<file path="src/rtl/uart_pkg.sv">
// Shared types for the UART transmit arbiter: FSM states, tag magic nibble and a width helper.
// The tag states are only reachable when UART_ARB_TAG_EN is defined.
package uart_pkg;

  localparam logic [3:0] TAG_MAGIC = 4'hA;

  typedef enum logic [2:0] {
    ST_IDLE,
    ST_TAG_START,
    ST_TAG_WAIT,
    ST_DATA_START,
    ST_DATA_WAIT
  } arb_state_e;

  // Never returns 0 so a degenerate count still yields a legal vector width.
  function automatic int clog2w(input int n);
    return (n <= 2) ? 1 : $clog2(n);
  endfunction

endpackage

</file>
<file path="src/rtl/uart_rr_picker.sv">
// Rotate-priority picker: first valid requester at or above rr_ptr, wrapping modulo NUM_REQ.
module uart_rr_picker
  import uart_pkg::*;
#(
  parameter int NUM_REQ = 4,
  parameter int IW      = clog2w(NUM_REQ)
) (
  input  logic [NUM_REQ-1:0] req_valid,
  input  logic [IW-1:0]      rr_ptr,
  output logic [NUM_REQ-1:0] gnt,
  output logic [IW-1:0]      idx,
  output logic               any
);

  logic [NUM_REQ-1:0] rot;
  logic [IW-1:0]      off;
  logic [IW:0]        sum;

  always_comb begin
    // Rotating the doubled vector puts rr_ptr at bit 0, so the lowest set bit wins.
    rot = NUM_REQ'({req_valid, req_valid} >> rr_ptr);
    off = '0;
    for (int k = NUM_REQ - 1; k >= 0; k--) begin
      if (rot[k]) off = IW'(k);
    end
    any = |rot;
    sum = {1'b0, rr_ptr} + {1'b0, off};
    if (sum >= (IW+1)'(NUM_REQ)) sum = sum - (IW+1)'(NUM_REQ);
    idx = sum[IW-1:0];
    gnt = any ? (NUM_REQ'(1) << idx) : '0;
  end

endmodule

</file>
<file path="src/rtl/uart_tx_arbiter.sv">
// Round-robin sharing of one UART transmitter between NUM_REQ byte sources, with a done watchdog.
// Define UART_ARB_TAG_EN to precede each granted byte with a {4'hA, grant_id} tag byte.
module uart_tx_arbiter
  import uart_pkg::*;
#(
  parameter int NUM_REQ        = 4,
  parameter int DATA_SIZE      = 8,
  parameter int TIMEOUT_CYCLES = 65535
) (
  input  logic                           clk,
  input  logic                           reset_n,
  input  logic [NUM_REQ-1:0]             req_valid,
  input  logic [NUM_REQ*DATA_SIZE-1:0]   req_data,
  output logic [NUM_REQ-1:0]             req_ready,
  output logic                           tx_start,
  output logic [DATA_SIZE-1:0]           tx_din,
  input  logic                           tx_done_tick,
  output logic [$clog2(NUM_REQ)-1:0]     grant_id,
  output logic                           busy,
  output logic                           timeout_err
);

  localparam int IW  = clog2w(NUM_REQ);
  localparam int WDW = clog2w(TIMEOUT_CYCLES);

  arb_state_e           state_q, state_d;
  logic [IW-1:0]        rr_ptr_q, rr_ptr_d;
  logic                 tx_start_q, tx_start_d;
  logic [DATA_SIZE-1:0] tx_din_q, tx_din_d;
  logic [IW-1:0]        grant_q, grant_d;
  logic                 busy_q, busy_d;
  logic                 tmo_q, tmo_d;
  logic [WDW-1:0]       wd_cnt_q, wd_cnt_d;
`ifdef UART_ARB_TAG_EN
  logic [DATA_SIZE-1:0] data_q, data_d;
`endif

  logic [NUM_REQ-1:0]   pick_gnt;
  logic [IW-1:0]        pick_idx;
  logic                 pick_any;
  logic [DATA_SIZE-1:0] pick_data;

  uart_rr_picker #(.NUM_REQ(NUM_REQ), .IW(IW)) u_picker (
    .req_valid (req_valid),
    .rr_ptr    (rr_ptr_q),
    .gnt       (pick_gnt),
    .idx       (pick_idx),
    .any       (pick_any)
  );

  assign pick_data   = req_data[pick_idx*DATA_SIZE +: DATA_SIZE];
  assign req_ready   = (state_q == ST_IDLE) ? pick_gnt : '0;
  assign tx_start    = tx_start_q;
  assign tx_din      = tx_din_q;
  assign grant_id    = grant_q;
  assign busy        = busy_q;
  assign timeout_err = tmo_q;

  always_comb begin
    state_d    = state_q;
    rr_ptr_d   = rr_ptr_q;
    tx_start_d = 1'b0;
    tx_din_d   = tx_din_q;
    grant_d    = grant_q;
    busy_d     = busy_q;
    tmo_d      = 1'b0;
    wd_cnt_d   = wd_cnt_q;
`ifdef UART_ARB_TAG_EN
    data_d     = data_q;
`endif
    case (state_q)
      ST_IDLE: begin
        if (pick_any) begin
          grant_d    = pick_idx;
          rr_ptr_d   = (pick_idx == IW'(NUM_REQ - 1)) ? '0 : pick_idx + 1'b1;
          busy_d     = 1'b1;
          tx_start_d = 1'b1;
`ifdef UART_ARB_TAG_EN
          data_d        = pick_data;
          tx_din_d      = '0;
          tx_din_d[7:0] = {TAG_MAGIC, 4'(pick_idx)};
          state_d       = ST_TAG_START;
`else
          tx_din_d   = pick_data;
          state_d    = ST_DATA_START;
`endif
        end
      end
      ST_TAG_START, ST_DATA_START: begin
        wd_cnt_d = '0;
        state_d  = (state_q == ST_TAG_START) ? ST_TAG_WAIT : ST_DATA_WAIT;
      end
      ST_TAG_WAIT, ST_DATA_WAIT: begin
        wd_cnt_d = wd_cnt_q + 1'b1;
        // Done is checked first so a coincident timeout is not reported.
        if (tx_done_tick) begin
`ifdef UART_ARB_TAG_EN
          if (state_q == ST_TAG_WAIT) begin
            tx_start_d = 1'b1;
            tx_din_d   = data_q;
            state_d    = ST_DATA_START;
          end else
`endif
          begin
            busy_d  = 1'b0;
            state_d = ST_IDLE;
          end
        end else if (wd_cnt_q == WDW'(TIMEOUT_CYCLES - 2)) begin
          tmo_d   = 1'b1;
          busy_d  = 1'b0;
          state_d = ST_IDLE;
        end
      end
      default: state_d = ST_IDLE;
    endcase
  end

  always_ff @(posedge clk or negedge reset_n) begin
    if (!reset_n) begin
      state_q    <= ST_IDLE;
      rr_ptr_q   <= '0;
      tx_start_q <= 1'b0;
      tx_din_q   <= '0;
      grant_q    <= '0;
      busy_q     <= 1'b0;
      tmo_q      <= 1'b0;
      wd_cnt_q   <= '0;
`ifdef UART_ARB_TAG_EN
      data_q     <= '0;
`endif
    end else begin
      state_q    <= state_d;
      rr_ptr_q   <= rr_ptr_d;
      tx_start_q <= tx_start_d;
      tx_din_q   <= tx_din_d;
      grant_q    <= grant_d;
      busy_q     <= busy_d;
      tmo_q      <= tmo_d;
      wd_cnt_q   <= wd_cnt_d;
`ifdef UART_ARB_TAG_EN
      data_q     <= data_d;
`endif
    end
  end

endmodule

</file>
<file path="config.mk">
export PLATFORM = sky130hd
export DESIGN_NAME = uart_tx_arbiter
export DESIGN_NICKNAME = d
export VERILOG_FILES = /design/src/rtl/uart_pkg.sv /design/src/rtl/uart_rr_picker.sv /design/src/rtl/uart_tx_arbiter.sv
export SDC_FILE = /design/constraint.sdc
export NUM_CORES = 1
export LEC_CHECK = 0
export BUFFER_PORTS_ARGS = -buffer_cell sky130_fd_sc_hd__buf_2
export CAP_MARGIN = 10
export CORE_UTILIZATION = 59
export CTS_BUF_LIST = sky130_fd_sc_hd__clkbuf_4
export CTS_CLUSTER_SIZE = 12
export DETAILED_ROUTE_END_ITERATION = 8
export PLACE_DENSITY = 0.91
export SLEW_MARGIN = 20
export SYNTH_ARGS = -nofsm -noshare
export SYNTH_HDL_FRONTEND = slang
export SYNTH_HIERARCHICAL = 1
export SYNTH_SLANG_ARGS = --single-unit
</file>
<file path="constraint.sdc">
create_clock -name clk -period 5.5 [get_ports clk]
set_clock_uncertainty 0.2 [all_clocks]
set_input_delay 0.55 -clock clk [delete_from_list [all_inputs] [get_ports clk]]
set_output_delay 0.55 -clock clk [all_outputs]
set_load 0.005 [all_outputs]
</file>
==> results of run 1 <==
state kept, by name, indices dropped and copies added (netlist names):
name         count
busy             1
rr_ptr_q         2
tx_din           8
timeout_err      1
state_q          3
wd_cnt_q        16
tx_start         1
grant_id         2
worst max-delay path by stage:
stage	start	endpoint	slack, ns	cells past startpoint
finish	rr_ptr_q[1]$_DFFE_PN0P_	req_ready[3]	1.95	10
global route	rr_ptr_q[1]$_DFFE_PN0P_	req_ready[3]	1.68	10
CTS	rr_ptr_q[1]$_DFFE_PN0P_	req_ready[3]	1.96	10
detailed placement	req_valid[0]	tx_din[3]$_DFFE_PN0P_	2.01	10
global placement	req_valid[0]	tx_din[7]$_DFFE_PN0P_	2.13	10
floorplan	req_valid[2]	tx_din[2]$_DFFE_PN0P_	2.49	11
where the power goes:
group / leakage [nW] / internal (mW) / total [mW] / switching, mW
Clock: 0.0322 / 0.0580 / 0.138 / 0.0796
Sequential: 0.437 / 0.331 / 0.420 / 0.0894
Combinational: 0.679 / 0.368 / 0.729 / 0.361
Total: 1.15 / 0.757 / 1.29 / 0.530
area by class of cell:
class                   count  area [sq um]  share of cell area, %
multi-input cells         139          1170                   48.3
clock buffers               7          52.6                   2.16
repair buffers             55           275                   11.3
flip-flops and latches     34           851                   35.1
well taps                  46          57.6                   2.37
inverters                   5          18.8                  0.773
cells by family after synthesis:
family	Yosys count	share of synthesized area [%]
buffers and inverters	16	4.04
flip-flops	34	40.4
AO/OA/AOI/OAI	21	8.67
AND/OR/NAND/NOR	74	20.0
adder cells (fa/ha/maj)	4	2.37
XOR/XNOR	5	2.43
multiplexers	35	22.1
synthesized netlist by cell type, drive strengths merged (3+ instances only):
cell / instances / area, sq um
and2: 6 / 37.5
xnor2: 3 / 33.8
inv: 5 / 18.8
nand4: 7 / 43.8
nand2: 24 / 90.1
nor4: 4 / 55.1
buf: 8 / 53.8
ha: 4 / 50.1
clkbuf: 3 / 12.5
mux2i: 14 / 140
nand3: 10 / 50.1
mux4: 8 / 180
dfrtp: 34 / 851
o21ai: 5 / 25.0
a31oi: 3 / 18.8
nor2: 9 / 36.3
mux2: 13 / 146
per-stage QoR:
| step | setup WS [ns] | util [%] | hold WS [ns] |
|---|---|---|---|
| finish | 1.95 | 71.6 | 0.0498 |
| global route | 1.68 | 71.6 | 0.106 |
| CTS | 1.96 | 71.6 | 0.0685 |
| detailed placement | 2.01 | 70.1 | 0.273 |
| global placement | 2.13 | 70.1 | 0.262 |
| floorplan | 2.49 | - | 0.0544 |
metal layers:
metal	global-route usage, %	wire, um	share of wire (%)
met3	8.90	188	4.3
met2	43.6	2240	51
met5	0	0	0
met4	15.2	167	3.8
met1	29.7	1820	41
critical path: cells and delay by family (launching register included):
family                     cells  cell delay (ns)
AOI/OAI and AO/OA              3             0.42
adders and majority gates      1             0.67
buffers and inverters          1             0.10
DFF                            1             0.54
muxes                          1             0.13
and+or+nand+nor                4             0.58
==> flow_metrics.env, run 1 <==
export IMPL_hold_violations=0
export IMPL_synth_warnings=6
export IMPL_clk_path_buf_depth=2
export IMPL_place_inst=279
export IMPL_gp_congestion=0.745
export IMPL_rows=21
export IMPL_netlist_instances=189
export IMPL_syn_area_sq_um=2110
export IMPL_p_per_area_nw_per_um2=530
export IMPL_worst_hold_path_type="input pin to async pin"
export IMPL_drt_iter0_drc=91
export IMPL_critPathCaptureType="output port"
export IMPL_crit_chain="nand2_1 > a2bb2oi_1 > o211ai_1 > o21a_1 > ha_1 > nor2b_1 > nand2_1 > mux2i_1 > and2_1 > buf_2"
export IMPL_crit_path_frequent_cell="nand2_1"
export IMPL_synth_edff_count=0
export IMPL_synth_ff_type="dfrtp_1"
export IMPL_r2r_end="tx_din[3]$_DFFE_PN0P_"
export IMPL_dp_hpwl_um=3350
export IMPL_fin_crit_ns=3.55
export IMPL_leakage_nw=1.15
export IMPL_max_freq_mhz=281
export IMPL_synth_fp_nets=232
export IMPL_cts_sinks=34
export IMPL_worstSetupPathType="flop to output port"
export IMPL_antenna_found_initial=0
export IMPL_timing_rr_start="rr_ptr_q[1]$_DFFE_PN0P_"
export IMPL_diodes=0
export IMPL_ir_drop_uv=452
export IMPL_grt_pass1_vias=1566
export IMPL_post_dp_cell_area_sq_um=2370
export IMPL_drtPass1Iterations=4
export IMPL_wirelength_um=4420
export IMPL_viasPerCell=6.03
export IMPL_ant_nets=0
export IMPL_cpPeakStageDelay_ns=0.67
export IMPL_max_cap_viol_count=0
export IMPL_drc_errors=0
export IMPL_postCtsSetupRepairBufs=0
export IMPL_p_total_mw=1.29
export IMPL_num_vias=1724
export IMPL_hold_buffers=0
export IMPL_io_pins=56
export IMPL_cts_tree="done"
export IMPL_n_fill_cell=228
export IMPL_ys_seq_area_share_pct=40.4
export IMPL_slew_violations=0
export IMPL_crit_fanout=13
export IMPL_portBuffers=55
export IMPL_final_min_period_over_clock_period_pct=64.6
export IMPL_cts_clk_slew_worst_paths_ns=0.10
export IMPL_die_h_um=61.8
export IMPL_initial_utilization_pct=62.2
export IMPL_clk_latency_ns=0.35
export IMPL_drive_above_1_share_pct=36.3
export IMPL_rr_worst_depth=9
export IMPL_max_slew_margin_pct=33.1
export IMPL_setup_violations_final=0
export IMPL_grt_usage_pct=26.3
export IMPL_final_cell_mix="55 x buf_2, 34 x dfrtp_1, 24 x nand2_1"
export IMPL_rsz0062_at_grt="no"
export IMPL_grt_pass1_wl_um=7080
export IMPL_stdcell_count=286
export IMPL_synth_cell_types=51
export IMPL_synth_area_per_cell_sq_um=11.2
export IMPL_arrival_ns=2.80
export IMPL_syn2layout_area_growth_pct=15.1
export IMPL_ys_seq_elements=34
export IMPL_cts_resized_gates=0
export IMPL_grt_max_degree=35
export IMPL_async_reset_ff_share_pct=100
export IMPL_status="finished, final reports clean"
export IMPL_wire_per_inst_um=15.4
export IMPL_ff2ff_setup_slack_ns=2.17
export IMPL_core_area_sq_um=3390
export IMPL_dieArea_sq_um=3820
export IMPL_max_slew_worst_pin_slew_ns=0.996
export IMPL_final_common_cell="buf_2"
export IMPL_die_w_um=61.8
export IMPL_tns_ns=0
export IMPL_numCtsBuffers=5
export IMPL_design_area_sq_um=2430
export IMPL_cp_required_ns=4.75
export IMPL_cts_root_buf="clkbuf_4"
export IMPL_cp_slowest_cell="ha_1"
export IMPL_nNetsFinal=283
export IMPL_grt_ovfl_total=0
export IMPL_htree_levels=2
export IMPL_cp_start_kind="flop"
Power figures use the tool's default switching activity.
==> run 2, diff against run 1 <==
--- a/config.mk
+++ b/config.mk
@@ -5,13 +5,14 @@
 export SDC_FILE = /design/constraint.sdc
 export NUM_CORES = 1
 export LEC_CHECK = 0
+export ABC_AREA = 1
 export BUFFER_PORTS_ARGS = -buffer_cell sky130_fd_sc_hd__buf_2
 export CAP_MARGIN = 10
-export CORE_UTILIZATION = 59
+export CORE_UTILIZATION = 50
 export CTS_BUF_LIST = sky130_fd_sc_hd__clkbuf_4
 export CTS_CLUSTER_SIZE = 12
 export DETAILED_ROUTE_END_ITERATION = 8
-export PLACE_DENSITY = 0.91
+export PLACE_DENSITY = 0.82
 export SLEW_MARGIN = 20
 export SYNTH_ARGS = -nofsm -noshare
 export SYNTH_HDL_FRONTEND = slang
==> constraint.sdc (replaced) <==
create_clock -name clk -period 3.1 [get_ports clk]
set_clock_uncertainty 0.2 [all_clocks]
set_input_delay 0.31 -clock clk [delete_from_list [all_inputs] [get_ports clk]]
set_output_delay 0.31 -clock clk [all_outputs]
set_load 0.005 [all_outputs]
==> flow_metrics.env, run 2 <==
export IMPL_worstSetupPathType="flop to output port"
export IMPL_synthXorXnorAreaFrac_pct=0.400
export IMPL_slew_violations=0
export IMPL_p_total_mw=2.84
export IMPL_arrival_ns=2.44
export IMPL_worst_hold_path_type="input pin to flop"
export IMPL_internal_power_mw=1.41
export IMPL_synth_area_per_cell_sq_um=7.14
export IMPL_grt_pass1_wl_um=8540
export IMPL_grt_ovfl_total=0
export IMPL_fin_crit_ns=2.95
export IMPL_leakage_nw=1.34
export IMPL_htree_levels=2
export IMPL_dieArea_sq_um=4650
export IMPL_fin_util_pct=63.4
export IMPL_yosys_area_share_simple_pct=38.5
export IMPL_drive_above_1_share_pct=27.7
export IMPL_yosysMostFrequentCell="nand2_1"
export IMPL_antenna_found_initial=0
export IMPL_final_min_period_over_clock_period_pct=95.2
export IMPL_drc_errors=0
export IMPL_cts_tree="done"
export IMPL_drt_iter0_drc=53
export IMPL_rows=23
export IMPL_die_h_um=68.2
export IMPL_diodes=0
export IMPL_grt_max_degree=35
export IMPL_netlist_instances=307
export IMPL_final_common_cell="nand2_1"
export IMPL_viasPerCell=5.16
export IMPL_async_reset_ff_share_pct=100
export IMPL_regMostFlops="wd_cnt_q"
export IMPL_place_ws_ns=0.466
export IMPL_p_per_area_nw_per_um2=1090
export IMPL_setup_violations_final=0
export IMPL_clock_power_share_pct=12.1
export IMPL_dp_hpwl_um=3740
export IMPL_num_vias=2157
export IMPL_cp_required_ns=2.59
export IMPL_max_slew_worst_pin_slew_ns=0.762
export IMPL_wire_per_inst_um=11.8
export IMPL_cp_start_kind="flop"
export IMPL_synth_ff_type="dfrtp_1"
export IMPL_synth_warnings=6
export IMPL_synth_top_area_cell="dfrtp_1"
export IMPL_synth_compound_area_share_pct=12.2
export IMPL_grt_pass1_vias=2011
export IMPL_crit_fanout=12
export IMPL_syn_area_sq_um=2190
export IMPL_hold_violations=0
export IMPL_synth_fp_nets=350
export IMPL_status="finished, final reports clean"
export IMPL_swShare_pct=50.3
export IMPL_clk_path_buf_depth=2
export IMPL_portBuffers=55
export IMPL_synth_cell_types=28
export IMPL_synthTopCellsByArea="dfrtp_1 39%, nand2_1 16%, o21ai_0 6.6%"
export IMPL_ys_seq_area_share_pct=38.8
export IMPL_clk_latency_ns=0.35
export IMPL_synth_commonest_cells="95 x nand2_1, 36 x nor2_1, 34 x dfrtp_1"
export IMPL_cts_sinks=34
export IMPL_muxShareOfSynthArea_pct=0
export IMPL_numCtsBuffers=5
export IMPL_cts_root_buf="clkbuf_4"
export IMPL_drtPass1Iterations=4
export IMPL_grt_usage_pct=24.7
export IMPL_core_area_sq_um=4120
export IMPL_syn2layout_area_growth_pct=19.1
export IMPL_initial_utilization_pct=53.2
export IMPL_max_slew_margin_pct=49.2
export IMPL_die_w_um=68.2
export IMPL_wirelength_um=4930
export IMPL_critPathCaptureType="output port"
export IMPL_fin_ws_ns=0.149
export IMPL_p_switching_mw=1.43
export IMPL_min_path_cells=5
export IMPL_p_seq_share_pct=24.7
export IMPL_ir_drop_uv=759
export IMPL_final_cell_mix="95 x nand2_1, 55 x buf_2, 35 x nor2_1"
export IMPL_largest_reg_flops=16
export IMPL_ys_seq_elements=34
export IMPL_postCtsSetupRepairBufs=0
export IMPL_synth_top_family_by_area="simple AND/OR/NAND/NOR gates"
export IMPL_max_cap_viol_count=0
export IMPL_ant_nets=0
export IMPL_cts_clk_slew_worst_paths_ns=0.10
export IMPL_gp_congestion=0.897
export IMPL_max_freq_mhz=339
export IMPL_nNetsFinal=410
export IMPL_rr_worst_depth=15
export IMPL_io_pins=56
export IMPL_synthAdderAreaFrac_pct=2.28
export IMPL_p_comb_share_pct=63.2
export IMPL_yosysTopAreaCellShare_pct=38.8
export IMPL_synth_edff_count=0
-- run 2: cell types whose count changed after synthesis, moves of 6 or more --
cell	previous run	this run
nand2_2	0	8
o21ai_0	2	29
nor2_4	0	6
nand2_1	24	95
mux2_1	8	0
nand3_1	10	19
and2_1	6	0
inv_1	5	26
o22ai_1	1	9
inv_2	0	6
nor2_1	8	36
mux2i_1	14	0
mux4_2	8	0
-- run 2: layout make-up --
type,count,area [sq um]
clock buffers,7,52.6
clock inverters,1,30.0
fillers,363,1510
inverters,34,130
multi-input cells,234,1180
flip-flops and latches,34,852
well taps,50,62.6
repair buffers,58,303
-- run 2: final timing paths --
check | to | from | slack [ns]
max | req_ready[1] | rr_ptr_q[1]$_DFFE_PN0P_ | 0.15
min | tx_din[7]$_DFFE_PN0P_ | req_data[7] | 0.13
max reg2reg | tx_din[0]$_DFFE_PN0P_ | rr_ptr_q[1]$_DFFE_PN0P_ | 0.52
min reg2reg | tx_din[4]$_DFFE_PN0P_ | tx_din[4]$_DFFE_PN0P_ | 0.28
max in group asynchronous | rr_ptr_q[0]$_DFFE_PN0P_ | reset_n | 1.81
min in group asynchronous | grant_id[1]$_DFFE_PN0P_ | reset_n | 0.37
-- run 2: cell families (layout without fill, tap and decap cells) --
kind of cell    after synthesis  in the layout
fa+ha+maj                     4              4
flops                        34             34
simple gates                180            180
buf+inv                      39            100
xor+xnor                      1              1
compound gates               49             49
-- run 2: power by group through the flow --
| stage | Clock [mW] | Combinational [mW] | Sequential (mW) |
|---|---|---|---|
| after floorplan | 0 | 1.40 | 0.693 |
| after global placement | 0 | 1.71 | 0.701 |
| after detailed placement | 0 | 1.75 | 0.704 |
| after CTS | 0.350 | 1.77 | 0.696 |
| after global routing | 0.367 | 2.07 | 0.717 |
| final | 0.343 | 1.79 | 0.701 |
-- run 2: through the flow --
step | std cells | setup TNS, ns | instance area [sq um] | hold slack, ns
6_report | 418 | 0 | 2610 | 0.130
5_1_grt | 418 | -0.0299 | 2610 | 0.155
4_1_cts | 418 | 0 | 2600 | 0.128
3_5_place_dp | 408 | 0 | 2500 | 0.236
3_3_place_gp | 408 | 0 | 2500 | 0.232
2_1_floorplan | 307 | 0 | 2190 | -0.186
-- run 2: what timing repair did --
item | in CTS | in global routing
hold buffers | 2 | 0
hold endpoints to repair | 35 | 0
resized for setup | 0 | 4
setup endpoints to repair | 0 | 4
-- run 2: metal layers --
metal	wire length [um]	vias to the layer above	track usage, %	part of all wire [%]
met2	2420	43	42.3	49
met4	102	0	10.7	2.1
met1	2240	1000	29.2	45
met5	0	-	0	0
li1	-	1104	-	-
met3	176	10	6.17	3.6
-- run 2: critical path, cell delays in order, from the launching register on --
cell and delay [ns]:
dfrtp_1 0.50, inv_2 0.14, nand3_1 0.11, nand2_2 0.11
nand3_1 0.09, a21boi_1 0.15, ha_1 0.20, xnor2_2 0.14
inv_1 0.11, nand2_4 0.10, nand2_4 0.09, nor2_2 0.10
inv_1 0.05, nor2_1 0.10, buf_2 0.12
